## src/rtl/ps2_host_tx.sv

```systemverilog
// Host-to-device PS/2 transmitter: inhibits the clock, requests to send, then
// shifts one framed command byte out on device clock falling edges and checks the ACK.
module ps2_host_tx #(
    parameter int INHIBIT_CYCLES = 5000,
    parameter int TIMEOUT_CYCLES = 750000
) (
    input  logic       CLOCK_50,
    input  logic       Resetn,
    input  logic [7:0] tx_data,
    input  logic       tx_start,
    input  logic       ps2_clk_s,
    input  logic       ps2_dat_s,
    output logic       ps2_clk_oe,
    output logic       ps2_dat_oe,
    output logic       busy,
    output logic       tx_done,
    output logic       tx_error
);

    localparam int TW = $clog2(TIMEOUT_CYCLES + 1);
    localparam int IW = $clog2(INHIBIT_CYCLES + 1);

    typedef enum logic [2:0] {
        ST_IDLE      = 3'd0,
        ST_INHIBIT   = 3'd1,
        ST_REQ       = 3'd2,
        ST_SEND      = 3'd3,
        ST_WAIT_IDLE = 3'd4,
        ST_DONE      = 3'd5,
        ST_ERR       = 3'd6
    } state_t;

    state_t      state_r;
    logic [10:0] shreg_r;
    logic [3:0]  bitcnt_r;
    logic [IW-1:0] inh_cnt_r;
    logic [TW-1:0] tout_cnt_r;
    logic        prev_clk_r;
    logic        fall_s;

    // PS/2 uses odd parity: the parity bit makes the total count of ones odd.
    function automatic logic odd_parity(input logic [7:0] d);
        return ~^d;
    endfunction

    assign fall_s = prev_clk_r & ~ps2_clk_s;

    // Transfer sequencer with registered line drivers and status pulses.
    always_ff @(posedge CLOCK_50) begin
        if (!Resetn) begin
            state_r    <= ST_IDLE;
            shreg_r    <= 11'd0;
            bitcnt_r   <= 4'd0;
            inh_cnt_r  <= '0;
            tout_cnt_r <= '0;
            prev_clk_r <= 1'b1;
            ps2_clk_oe <= 1'b0;
            ps2_dat_oe <= 1'b0;
            busy       <= 1'b0;
            tx_done    <= 1'b0;
            tx_error   <= 1'b0;
        end else begin
            prev_clk_r <= ps2_clk_s;
            tx_done    <= 1'b0;
            tx_error   <= 1'b0;
            case (state_r)
                ST_IDLE: begin
                    ps2_clk_oe <= 1'b0;
                    ps2_dat_oe <= 1'b0;
                    busy       <= 1'b0;
                    if (tx_start) begin
                        state_r    <= ST_INHIBIT;
                        shreg_r    <= {1'b1, odd_parity(tx_data), tx_data, 1'b0};
                        bitcnt_r   <= 4'd0;
                        inh_cnt_r  <= '0;
                        busy       <= 1'b1;
                        ps2_clk_oe <= 1'b1;
                    end
                end
                ST_INHIBIT: begin
                    if (inh_cnt_r == IW'(INHIBIT_CYCLES - 1)) begin
                        state_r    <= ST_REQ;
                        ps2_dat_oe <= 1'b1;
                    end else begin
                        inh_cnt_r <= inh_cnt_r + 1'b1;
                    end
                end
                ST_REQ: begin
                    state_r    <= ST_SEND;
                    ps2_clk_oe <= 1'b0;
                    ps2_dat_oe <= ~shreg_r[0];
                    tout_cnt_r <= '0;
                end
                ST_SEND: begin
                    if (fall_s) begin
                        tout_cnt_r <= '0;
                        if (bitcnt_r == 4'd10) begin
                            // Eleventh fall: the device must be holding DAT low as ACK.
                            ps2_dat_oe <= 1'b0;
                            if (!ps2_dat_s) begin
                                state_r <= ST_WAIT_IDLE;
                            end else begin
                                state_r  <= ST_ERR;
                                busy     <= 1'b0;
                                tx_error <= 1'b1;
                            end
                        end else begin
                            shreg_r    <= {1'b1, shreg_r[10:1]};
                            ps2_dat_oe <= ~shreg_r[1];
                            bitcnt_r   <= bitcnt_r + 4'd1;
                        end
                    end else if (tout_cnt_r == TW'(TIMEOUT_CYCLES - 1)) begin
                        state_r    <= ST_ERR;
                        ps2_dat_oe <= 1'b0;
                        busy       <= 1'b0;
                        tx_error   <= 1'b1;
                    end else begin
                        tout_cnt_r <= tout_cnt_r + 1'b1;
                    end
                end
                ST_WAIT_IDLE: begin
                    ps2_clk_oe <= 1'b0;
                    ps2_dat_oe <= 1'b0;
                    if (ps2_clk_s && ps2_dat_s) begin
                        state_r <= ST_DONE;
                        busy    <= 1'b0;
                        tx_done <= 1'b1;
                    end else if (tout_cnt_r == TW'(TIMEOUT_CYCLES - 1)) begin
                        state_r  <= ST_ERR;
                        busy     <= 1'b0;
                        tx_error <= 1'b1;
                    end else begin
                        tout_cnt_r <= tout_cnt_r + 1'b1;
                    end
                end
                ST_DONE: begin
                    state_r <= ST_IDLE;
                end
                ST_ERR: begin
                    state_r    <= ST_IDLE;
                    ps2_clk_oe <= 1'b0;
                    ps2_dat_oe <= 1'b0;
                end
                default: begin
                    state_r    <= ST_IDLE;
                    ps2_clk_oe <= 1'b0;
                    ps2_dat_oe <= 1'b0;
                    busy       <= 1'b0;
                end
            endcase
        end
    end

endmodule

```

## config.mk

```make
export PLATFORM = sky130hd
export DESIGN_NAME = ps2_host_tx
export DESIGN_NICKNAME = d
export VERILOG_FILES = /design/src/rtl/ps2_host_tx.sv
export SDC_FILE = /design/constraint.sdc
export NUM_CORES = 1
export LEC_CHECK = 0
export CAP_MARGIN = 40
export CORE_MARGIN = 1
export CORE_UTILIZATION = 53
export DETAILED_ROUTE_END_ITERATION = 12
export GPL_TIMING_DRIVEN = 0
export MAX_ROUTING_LAYER = met4
export PLACE_DENSITY = 0.83
export SETUP_SLACK_MARGIN = 0.2
export SLEW_MARGIN = 0
export SYNTH_ARGS = -nofsm -noshare
export SYNTH_HDL_FRONTEND = slang
export SYNTH_SLANG_ARGS = --single-unit
export TNS_END_PERCENT = 100
```

## constraint.sdc

```tcl
create_clock -name CLOCK_50 -period 1.8 [get_ports CLOCK_50]
set_input_delay 0.36 -clock CLOCK_50 [delete_from_list [all_inputs] [get_ports CLOCK_50]]
set_output_delay 0.36 -clock CLOCK_50 [all_outputs]
set_load 0.03 [all_outputs]
```

* Yosys cells after proc, flatten, opt, wreduce, memory -nomap -nowiden
Index checks and enable logic that the tools add are counted.
** Operators by class
- Add/sub/neg operators :: 3
- Equal/unequal tests :: 18
- Mux-type cells :: 43
- Bitwise logic cells :: 6
- Reductions and logical operators :: 15
** Operators with widths (count)
- 2-to-1 mux 20 bit :: 3
- one-hot mux 20 bit (3 select lines) :: 1
- 2-to-1 mux 11 bit :: 3
- 2-to-1 mux 13 bit :: 2
- one-hot mux 13 bit (2 select lines) :: 1
- one-hot mux 11 bit (2 select lines) :: 1
- adder 20 x 1 -> 20 bit, second input constant :: 1
- equality test 20 bit, second input constant :: 1
- 2-to-1 mux 3 bit :: 6
- 2-to-1 mux 1 bit :: 16
- one-hot mux 3 bit (5 select lines) :: 1
- adder 13 x 1 -> 13 bit, second input constant :: 1
- equality test 13 bit, second input constant :: 1
- 2-to-1 mux 4 bit :: 3
- inequality test 2 bit, second input constant :: 6
- AND reduction 3 bit :: 4
- equality test 3 bit, second input constant :: 3
- inequality test 3 bit, second input constant :: 3
- one-hot mux 1 bit (4 select lines) :: 2
- one-hot mux 4 bit (2 select lines) :: 1
- XNOR reduction 8 bit :: 1
- equality test 3 x 2 -> 1 bit, second input constant :: 2
- inverter 1 bit :: 5
- adder 4 x 1 -> 4 bit, second input constant :: 1
- 13 further kinds :: 16
** Word-level totals
- Register bits after elaboration :: 57
- Input bits :: 13

* Longest topological paths before layout
Gate-level depths: netlist (run 1).
- Depth in word-level cells :: 4
- Gate-level depth with buffers :: 9
- Mapped depth without buffers :: 7

* Worst setup path before layout (run 1)
Ideal clock, no wire load.
- Path kind :: reg2reg
- Start point :: register bitcnt_r[0]
- End point :: register ps2_dat_oe
- Library setup time :: 79 ps
- Arrival :: 1769 ps
- Required time :: 1721 ps
- Setup slack :: -48 ps
- Cell stages (with the launch flop) :: 9
- Clock period less this slack :: 1848 ps
- Cells stage by stage :: dfxtp_1 -> inv_1 -> ha_1 -> and3b_1 -> clkbuf_1 -> nor4b_1 -> nor3_1 -> or4b_1 -> o211ai_1
** Between the ends
- Word-level cells in the longest chain between the ends :: 4
** Ends and longest elaborated chain
- from (decl) :: RTL line 35 : logic [3:0] bitcnt_r;
- from (signal assigned) :: RTL line 110 : bitcnt_r <= bitcnt_r + 4'd1;
- equality test 4 bit :: RTL line 97 : if (bitcnt_r == 4'd10) begin
- 2-to-1 mux 1 bit :: RTL line 97
- 2-to-1 mux 1 bit :: RTL line 95 : if (fall_s) begin
- one-hot mux 1 bit (4 select lines) :: RTL line 66 : case (state_r)
- to (signal assigned) :: RTL line 91 : ps2_dat_oe <= ~shreg_r[0];
- to (signal assigned) :: RTL line 109 : ps2_dat_oe <= ~shreg_r[1];
- to (decl) :: RTL line 14 : output logic ps2_dat_oe,
Every way passes these cells.
A chain may end at the register's enable or synchronous reset.

* Final worst setup path (run 1)
- Start point :: register tout_cnt_r[6]
- End point :: register tout_cnt_r[3]
** Between the ends
- Word-level cells in the longest chain between the ends :: 4
- Elaborated cells between the ends (all ways) :: 5
- Classes of those cells :: eq/ne (1); mux (4)
** Ends and longest elaborated chain
- from (decl) :: RTL line 37 : logic [TW-1:0] tout_cnt_r;
- from (signal assigned) :: RTL line 118 : tout_cnt_r <= tout_cnt_r + 1'b1;
- from (signal assigned) :: RTL line 133 : tout_cnt_r <= tout_cnt_r + 1'b1;
- equality test 20 bit (*) :: RTL line 112, 128
- 2-to-1 mux 20 bit (*)
- 2-to-1 mux 20 bit (on tied branches)
- one-hot mux 20 bit (3 select lines) (*)
Every way passes the cells marked *; elsewhere a longest branch is shown, timed or not. The select of a mux whose other input is x is not followed.

==> flow_metrics.env, run 1 <==
export IMPL_cts_hold_buf=0
export IMPL_fin_crit_ns=2.027
export IMPL_setup_viol=36
export IMPL_cp_required_ns=2.04
export IMPL_ys_top_cells_by_area="dfxtp_1 (38%), nor2_1 (5.7%), xnor2_1 (4.9%)"
export IMPL_dieArea_sq_um=6026
export IMPL_ys_flop_type="dfxtp_1"
export IMPL_r2r_start="tout_cnt_r[6]"
export IMPL_syn_area_sq_um=3032
export IMPL_worstHoldStart="inh_cnt_r[12]"
export IMPL_cp_end_kind="flip-flop"
export IMPL_rows=27
export IMPL_grt_use_met1_pct=40.55
export IMPL_ys_warn_count=0
export IMPL_rr_worst_depth=7
export IMPL_clock_fmax_mhz=493.4
export IMPL_dpl_cell_area_sq_um=3379
export IMPL_synth_area_leader_cell="dfxtp_1"
export IMPL_slew_headroom_pct=55.56
export IMPL_worst_pin_slew_ns=0.6581
export IMPL_synthArstFlopShare_pct=0
export IMPL_path_class="flip-flop to flip-flop"
export IMPL_finalWorstSetupSlack_ns=-0.2269
export IMPL_layout_cells_non_filler=527
export IMPL_seq_area_frac_synth_pct=37.64
export IMPL_nFillCells=181
export IMPL_via_count=4031
export IMPL_syn_num_nets=379
export IMPL_synth_top_cell_area_share_pct=37.64
export IMPL_drtIter0Drc=725
export IMPL_p_total_mw=5.217
export IMPL_use_met3_pct=9.176
export IMPL_cts_buffers=9
export IMPL_coreArea_sq_um=5507
export IMPL_grt_pass1_wl_mm=17.19
export IMPL_netlist_top_cells_count="dfxtp_1 (57), nor2_1 (46), nand3_1 (25)"
export IMPL_syn2layout_area_growth_pct=60.13
export IMPL_vias_per_cell=7.649
export IMPL_p_per_area_nw_per_um2=1075
export IMPL_leakagePower_nw=1.825
export IMPL_grt_pass1_vias=3457
export IMPL_syn_inst=362
export IMPL_drive_gt1_share_pct=47.69
export IMPL_htree_num_levels=3
export IMPL_drcViolationCount=0
export IMPL_grt_antenna_before_repair=0
export IMPL_grt_max_degree=11
export IMPL_multi_input_area_sq_um=2391
export IMPL_worstSetupStartpointType="flip-flop"
export IMPL_stdcell_area_sq_um=4855
export IMPL_pre_cts_ws_ns=-0.5473
export IMPL_r2r_end="tout_cnt_r[3]"
export IMPL_drtAntennaViolNets=0
export IMPL_regArea_sq_um=1204
export IMPL_ys_types=60
export IMPL_cts_tree="done"
export IMPL_yosys_cell_count_top_type="dfxtp_1"
export IMPL_syn_area_per_cell_sq_um=8.375
export IMPL_worstHoldEndpoint="inh_cnt_r[12]"
export IMPL_peakVddDrop_uv=1068
export IMPL_min_period_over_period_pct=112.6
export IMPL_clk_latency_ns=0.37
export IMPL_antenna_cells=0
export IMPL_clockRootBuffer="clkbuf_8"
export IMPL_initial_core_util_pct=55.06
export IMPL_skew_ns=0.01124
export IMPL_rsz0062_at_grt="yes"
export IMPL_use_met2_pct=63.19
export IMPL_r2r_slack_ns=-0.23
export IMPL_place_hpwl_mm=4.736
export IMPL_grt_use_total_pct=38.19
export IMPL_fin_util_pct=88.16
export IMPL_violations="negative setup slack"
export IMPL_io_buffers=17
export IMPL_die_h_um=77.63
export IMPL_slew_viol_final=0
export IMPL_min_delay_path_depth=2
export IMPL_ys_ff_latch=57
export IMPL_worst_ep_arrival_time_ns=2.27
export IMPL_timing_hold_ws_ns=0.5303
export IMPL_synth_edff_count=0
export IMPL_hold_path_class="flip-flop to flip-flop"
export IMPL_finalSetupTns_ns=-3.171
export IMPL_die_x_um=77.63
export IMPL_hold_viol=0
export IMPL_clkTransAtPathRegs_ns=0.07
export IMPL_grt_remaining_overflow=0
export IMPL_routed_wl_mm=15.62
export IMPL_numPlacedInstances=451
export IMPL_critPathMaxFanout=5
export IMPL_wl_per_cell_um=29.64
export IMPL_fin_nets=469
export IMPL_gp_congestion=0.8102
export IMPL_drt_pass1_iter_count=7
export IMPL_clock_path_buffers=2
export IMPL_grt_busiest_layer="met2"
export IMPL_io_pins=18
export IMPL_cts_sinks=57
export IMPL_max_cap_violations=0
export IMPL_status="finished with violations"
## logic make-up after synthesis
| logic type | count (synthesis) | share of synthesized area [%] |
|---|---|---|
| muxes | 9 | 2.972 |
| buffers and inverters | 25 | 4.250 |
| DFF | 57 | 37.64 |
| adders and majority gates | 4 | 1.651 |
| AOI/OAI and AO/OA | 70 | 14.49 |
| xor gates and xnor gates | 31 | 8.956 |
| and+or+nand+nor | 166 | 30.05 |
## cell type report
type                    count  share of cell area (%)
plain buffers              20                   4.253
clock inverters             4                  0.9278
flip-flops and latches     57                   24.79
multi-input cells         280                   49.25
inverters                   5                  0.4124
repair buffers             79                   15.67
clock buffers              10                   2.835
well taps                  72                   1.856
## how the worst max path moves through the flow
stage               slack, ns          start  cells past startpoint              to
global placement        -0.50      ps2_clk_s                      6  tout_cnt_r[14]
global route            -0.21   inh_cnt_r[1]                      7      ps2_dat_oe
detailed placement      -0.55      ps2_clk_s                      6  tout_cnt_r[14]
CTS                     -0.02    bitcnt_r[0]                      8      ps2_dat_oe
floorplan                0.05    bitcnt_r[0]                      8      ps2_dat_oe
finish                  -0.23  tout_cnt_r[6]                      7   tout_cnt_r[3]
## worst max-delay path, cell delays in order, from the launching register on
cell	delay [ns]
dfxtp_4	0.36
buf_8	0.12
nor4b_4	0.36
nand4b_1	0.28
o21ai_2	0.35
clkbuf_8	0.23
or3_4	0.13
a21oi_2	0.06
## power breakdown
| part | internal [mW] | total [mW] | switching, mW | leakage [nW] |
|---|---|---|---|---|
| clock | 0.655 | 1.24 | 0.590 | 0.0978 |
| combinational | 1.02 | 2.35 | 1.33 | 1.25 |
| sequential | 1.43 | 1.62 | 0.198 | 0.479 |
## flip-flops by register name, indices dropped and copies added, names as in the netlist, 3 cells and up
name        cells
tout_cnt_r     20
inh_cnt_r      13
shreg_r        11
bitcnt_r        4
state_r         3
## placed cells by master (no fill, tap or decap), types with 5 or more instances in the layout
cell type and n:
a211oi_2 11, a21oi_2 9, buf_4 45, buf_6 18, buf_8 5, clkbuf_8 13, clkdlybuf4s50_1 9, dfxtp_1 33
dfxtp_2 11, dfxtp_4 13, dlygate4sd2_1 6, mux2i_1 9, nand2_1 17, nand3_1 18, nand4_1 10, nor2_1 42
nor2_4 5, nor3_1 7, o21ai_0 7, o21ai_1 6, o21ai_2 5, or3_4 6, xnor2_1 15, xor2_1 14
## layer usage
layer	wire length [um]	part of all wire, %
met3	2181	14
met4	1850	12
met2	6573	42
met1	5013	32
met5	0	0
## repair_timing
item / in CTS / in global routing
cloned: 3 / 1
setup buffers: 38 / 20
pin swaps: 41 / 47
setup endpoints to repair: 59 / 53
resized for setup: 106 / 106
(Power assumes the default switching activity.)
==> inputs of run 2 (changes only) <==
--- a/config.mk
+++ b/config.mk
@@ -11,7 +11,7 @@
 export DETAILED_ROUTE_END_ITERATION = 12
 export GPL_TIMING_DRIVEN = 0
 export MAX_ROUTING_LAYER = met4
-export PLACE_DENSITY = 0.83
+export PLACE_DENSITY = 0.75
 export SETUP_SLACK_MARGIN = 0.2
 export SLEW_MARGIN = 0
 export SYNTH_ARGS = -nofsm -noshare
==> run 2 against run 1 <==
Flip-flop and latch count stayed put. Register-to-register slack better by 0.17 ns. Non-clock buffer count is 17 lower. First-iteration DRC count is 51% lower. The flow still finishes with violations (negative setup slack). Routed wire length is 37% lower.
==> flow_metrics.env, run 2 (synthesis results as in run 1) <==
export IMPL_crit_chain="inv_2 > ha_2 > and3b_1 > clkbuf_8 > o31a_1 > nor2_4 > buf_6 > clkbuf_16 > a211oi_2"
export IMPL_cts_buffers=9
export IMPL_hold_viol=0
export IMPL_p_total_mw=4.622
export IMPL_internal_power_mw=2.909
export IMPL_cts_hold_buf=0
export IMPL_pwr_share_clk_pct=25.3
export IMPL_clock_path_buffers=2
export IMPL_reg_top3="tout_cnt_r: 20 flops, inh_cnt_r: 13 flops, shreg_r: 11 flops"
export IMPL_leakagePower_nw=1.722
export IMPL_rows=27
export IMPL_drtIter0Drc=355
export IMPL_fin_nets=452
export IMPL_topRoutingLayerUsed="met4"
export IMPL_largest_register_ffs=20
export IMPL_numPlacedInstances=451
export IMPL_routed_wl_mm=9.869
export IMPL_cts_sinks=57
export IMPL_cp_required_ns=2.03
export IMPL_p_switching_mw=1.714
export IMPL_drive_gt1_share_pct=43.41
export IMPL_drcViolationCount=0
export IMPL_place_hpwl_mm=4.938
export IMPL_grt_remaining_overflow=0
export IMPL_clockRootBuffer="clkbuf_8"
export IMPL_die_x_um=77.63
export IMPL_worstSetupStartpointType="flip-flop"
export IMPL_min_period_over_period_pct=103.3
export IMPL_status="finished with violations"
export IMPL_grt_antenna_before_repair=0
export IMPL_swShare_pct=37.07
export IMPL_pre_cts_ws_ns=-0.5331
export IMPL_slew_viol_final=0
export IMPL_violations="negative setup slack"
export IMPL_grt_pass1_wl_mm=13.43
export IMPL_top_register="tout_cnt_r"
export IMPL_worst_ep_arrival_time_ns=2.09
export IMPL_htree_num_levels=3
export IMPL_rsz0062_at_grt="yes"
export IMPL_max_cap_violations=0
export IMPL_layout_cells_non_filler=512
export IMPL_die_h_um=77.63
export IMPL_drt_pass1_iter_count=5
export IMPL_timing_hold_ws_ns=0.4216
export IMPL_p_per_area_nw_per_um2=1016
export IMPL_crit_family="buffers and inverters"
export IMPL_gp_congestion=0.8224
export IMPL_worst_pin_slew_ns=0.5251
export IMPL_combPwrFrac_pct=40.4
export IMPL_grt_max_degree=11
export IMPL_clk_latency_ns=0.35
export IMPL_grt_pass1_vias=2840
export IMPL_slew_headroom_pct=64.92
export IMPL_wl_met3_um=647
export IMPL_clock_fmax_mhz=538.0
export IMPL_final_cell_mix="nor2_1 (40), buf_4 (38), dfxtp_1 (32)"
export IMPL_io_buffers=17
export IMPL_fin_util_pct=82.62
export IMPL_drtAntennaViolNets=0
export IMPL_slowest_delay_ns=0.35
export IMPL_grt_use_total_pct=29.34
export IMPL_finalWorstSetupSlack_ns=-0.05866
export IMPL_coreArea_sq_um=5507
export IMPL_cp_slowest_cell="dfxtp_4"
export IMPL_cp_end_kind="flip-flop"
export IMPL_peakVddDrop_uv=1091
export IMPL_layout_commonest_cell="nor2_1"
export IMPL_skew_ns=0.009956
export IMPL_setup_viol=18
export IMPL_fin_crit_ns=1.859
export IMPL_drt_met1_wl_mm=3.967
export IMPL_io_pins=18
export IMPL_via_count=3255
export IMPL_initial_core_util_pct=55.06
export IMPL_syn2layout_area_growth_pct=50.06
export IMPL_wl_met2_mm=4.980
export IMPL_critPathBufInv=4
export IMPL_antenna_cells=0
export IMPL_critPathMaxFanout=5
export IMPL_clkTransAtPathRegs_ns=0.07
export IMPL_pwr_share_seq_pct=34.2
export IMPL_vias_per_cell=6.357
export IMPL_hold_path_class="primary input to flip-flop"
export IMPL_dieArea_sq_um=6026
export IMPL_wl_per_cell_um=19.28
export IMPL_path_class="flip-flop to flip-flop"
export IMPL_cts_tree="done"
==> run 2: layout make-up <==
| cell class | instances | area [sq um] |
|---|---|---|
| Multi-Input combinational cell | 280 | 2275 |
| Sequential cell | 57 | 1207 |
| Fill cell | 278 | 957.2 |
| Timing Repair Buffer | 62 | 556.8 |
| Buffer | 20 | 210.2 |
| Clock buffer | 11 | 162.7 |
| Tap cell | 72 | 90.09 |
| Clock inverter | 5 | 27.53 |
| Inverter | 5 | 20.02 |
==> run 2: metrics by stage <==
step           instance area (sq um)  TNS [ns]
2_1_floorplan                   3119         0
3_3_place_gp                    3379    -17.75
3_5_place_dp                    3379    -18.56
4_1_cts                         3990         0
5_1_grt                         4549    -1.726
6_report                        4549   -0.5053
==> run 2: path summary, 6_finish.rpt <==
kind | startpoint | endpoint | slack (ns) | depth (start not counted)
worst max-delay path | bitcnt_r[0] | shreg_r[2] | -0.06 | 9
worst max register to register | bitcnt_r[0] | shreg_r[2] | -0.06 | 9
worst min-delay path | ps2_clk_s | prev_clk_r | 0.42 | 2
worst min register to register | shreg_r[0] | shreg_r[0] | 0.48 | 2
==> run 2: per-layer routing <==
layer	track usage (%)	vias up
met5	-	-
met4	12.83	0
met3	6.824	42
met1	34.58	1580
met2	47.70	168
li1	-	1465
==> run 2: what timing repair did <==
| item | in CTS | in global routing |
|---|---|---|
| resized for setup | 84 | 100 |
| buffers inserted | 19 | 23 |
| hold endpoints to repair | 0 | 0 |
| pin swaps | 22 | 42 |
| cloned | 1 | 2 |
| setup endpoints to repair | 59 | 54 |
==> run 2: power by group through the flow <==
| stage | Sequential, mW | Clock [mW] | Combinational (mW) |
|---|---|---|---|
| floorplan | 1.58 | 0 | 0.823 |
| global placement | 1.56 | 0 | 1.13 |
| detailed placement | 1.56 | 0 | 1.16 |
| CTS | 1.55 | 1.15 | 1.38 |
| global route | 1.59 | 1.22 | 1.98 |
| finish | 1.58 | 1.17 | 1.87 |
==> inputs of run 3 (changes only) <==
--- a/config.mk
+++ b/config.mk
@@ -6,13 +6,14 @@
 export NUM_CORES = 1
 export LEC_CHECK = 0
 export CAP_MARGIN = 40
-export CORE_MARGIN = 1
+export CORE_MARGIN = 8
 export CORE_UTILIZATION = 53
 export DETAILED_ROUTE_END_ITERATION = 12
 export GPL_TIMING_DRIVEN = 0
 export MAX_ROUTING_LAYER = met4
 export PLACE_DENSITY = 0.75
 export SETUP_SLACK_MARGIN = 0.2
+export SKIP_CTS_REPAIR_TIMING = 1
 export SLEW_MARGIN = 0
 export SYNTH_ARGS = -nofsm -noshare
 export SYNTH_HDL_FRONTEND = slang
==> run 3 against run 2 <==
The flow still finishes with violations (negative setup slack). Hold slack got worse by 0.081 ns. Non-clock buffer count decreased by 7. Power increased by 7.0%. Register-to-register slack got worse by 0.098 ns. Highest routed layer unchanged.
==> flow_metrics.env, run 3 (synthesis results as in run 1) <==
export IMPL_drtIter0Drc=249
export IMPL_die_x_um=91.63
export IMPL_path_class="flip-flop to flip-flop"
export IMPL_vias_per_cell=6.250
export IMPL_nFillCells=279
export IMPL_critical_path_startpoint="bitcnt_r[0]"
export IMPL_slew_viol_final=0
export IMPL_fin_nets=445
export IMPL_dpl_cell_area_sq_um=3379
export IMPL_via_count=3156
export IMPL_status="finished with violations"
export IMPL_critPathMaxFanout=6
export IMPL_grt_antenna_before_repair=0
export IMPL_worst_ep_arrival_time_ns=2.22
export IMPL_stdcell_area_sq_um=4464
export IMPL_peakVddDrop_uv=933.2
export IMPL_slew_headroom_pct=65.26
export IMPL_io_pins=18
export IMPL_htree_num_levels=3
export IMPL_worstHoldStart="ps2_clk_s"
export IMPL_die_h_um=91.63
export IMPL_leakagePower_nw=1.721
export IMPL_grt_remaining_overflow=0
export IMPL_rsz0062_at_grt="yes"
export IMPL_reg_top3="tout_cnt_r: 20 flops, inh_cnt_r: 13 flops, shreg_r: 11 flops"
export IMPL_setup_viol=21
export IMPL_coreArea_sq_um=5507
export IMPL_drt_pass1_iter_count=5
export IMPL_cp_end_kind="flip-flop"
export IMPL_initial_core_util_pct=55.06
export IMPL_io_buffers=17
export IMPL_hold_path_class="primary input to flip-flop"
export IMPL_top_register="tout_cnt_r"
export IMPL_cts_buffers=9
export IMPL_finalSetupTns_ns=-1.517
export IMPL_fin_crit_ns=1.956
export IMPL_drive_gt1_share_pct=38.57
export IMPL_grt_use_total_pct=17.11
export IMPL_p_per_area_nw_per_um2=1107
export IMPL_place_hpwl_mm=4.797
export IMPL_gp_congestion=0.8234
export IMPL_clock_path_buffers=2
export IMPL_clk_latency_ns=0.35
export IMPL_finalWorstSetupSlack_ns=-0.1564
export IMPL_rows=27
export IMPL_dieArea_sq_um=8396
export IMPL_clockRootBuffer="clkbuf_8"
export IMPL_wl_per_cell_um=18.62
export IMPL_grt_pass1_vias=2574
export IMPL_cts_sinks=57
export IMPL_largest_register_ffs=20
export IMPL_hold_viol=0
export IMPL_worstSetupStartpointType="flip-flop"
export IMPL_routed_wl_mm=9.405
export IMPL_cp_required_ns=2.06
export IMPL_cts_tree="done"
export IMPL_timing_hold_ws_ns=0.3408
export IMPL_drcViolationCount=0
export IMPL_syn2layout_area_growth_pct=47.26
export IMPL_min_period_over_period_pct=108.7
export IMPL_r2r_start="bitcnt_r[0]"
export IMPL_clock_fmax_mhz=511.1
export IMPL_final_cell_mix="dfxtp_1 (38), nor2_1 (36), buf_4 (31)"
export IMPL_violations="negative setup slack"
export IMPL_layout_commonest_cell="dfxtp_1"
export IMPL_skew_ns=0.01051
export IMPL_drtAntennaViolNets=0
export IMPL_antenna_cells=0
export IMPL_grt_max_degree=11
export IMPL_clkTransAtPathRegs_ns=0.07
export IMPL_grt_pass1_wl_mm=11.56
export IMPL_worst_pin_slew_ns=0.5144
export IMPL_max_cap_violations=0
[run 3: cell count changes in the layout (fill, tap and decap cells not counted), moves of 3 or more]
cell / previous run / this run
dfxtp_4: 14 / 9
nor2_1: 40 / 36
dlygate4sd2_1: 6 / 0
dfxtp_1: 32 / 38
nor2_4: 5 / 8
a21oi_2: 7 / 4
dlymetal6s2s_1: 2 / 8
clkinv_2: 5 / 1
buf_4: 38 / 31
[run 3: layer usage]
layer	vias up	part of all wire [%]	GRT usage, %
met5	-	0	-
met4	0	4.4	9.141
met3	40	5.9	4.319
met2	156	48	24.67
met1	1505	41	21.42
li1	1455	-	-
[run 3: worst paths after layout]
path / to / slack (ns) / cells past startpoint
min reg2reg: tout_cnt_r[3] / 0.51 / 2
min: prev_clk_r / 0.34 / 2
max reg2reg: shreg_r[8] / -0.16 / 10
max: shreg_r[8] / -0.16 / 10
[run 3: worst max-delay path, stage by stage (launching register included)]
cell and delay (ns):
dfxtp_4 0.37, inv_2 0.03, ha_2 0.16, and3b_1 0.17, buf_6 0.14, o31a_1 0.29, nor2_4 0.18, buf_8 0.15
buf_12 0.11, nor2_4 0.03, a211oi_2 0.21
[run 3: area by class of cell]
cell class                 instances  area (sq um)  share of cell area, %
multi-input combinational        280          2201                  49.30
timing repair buffer              55         540.5                  12.11
inverter                           5         22.52                 0.5045
sequential                        57          1187                  26.60
tap                               72         90.09                  2.018
clock inverter                     4         72.57                  1.626
buffer                            20         183.9                  4.120
clock buffer                      12         166.4                  3.728
[run 3: power by group]
part	leakage (nW)	internal, mW	total [mW]	switching [mW]
sequential	0.475	1.43	1.59	0.164
combinational	1.13	0.917	1.92	1.01
clock	0.118	0.899	1.43	0.531
[run 3: metrics by stage]
| step | util, % | worst slack, ns | power (mW) | cells |
|---|---|---|---|---|
| after global placement | 61.37 | -0.5135 | 2.684 | 451 |
| final | 81.07 | -0.1564 | 4.944 | 505 |
| after floorplan | - | 0.05266 | 2.405 | 362 |
| after detailed placement | 61.37 | -0.5307 | 2.701 | 451 |
| after global routing | 81.07 | -0.2127 | 5.140 | 505 |
| after CTS | 65.71 | -0.1856 | 4.113 | 467 |
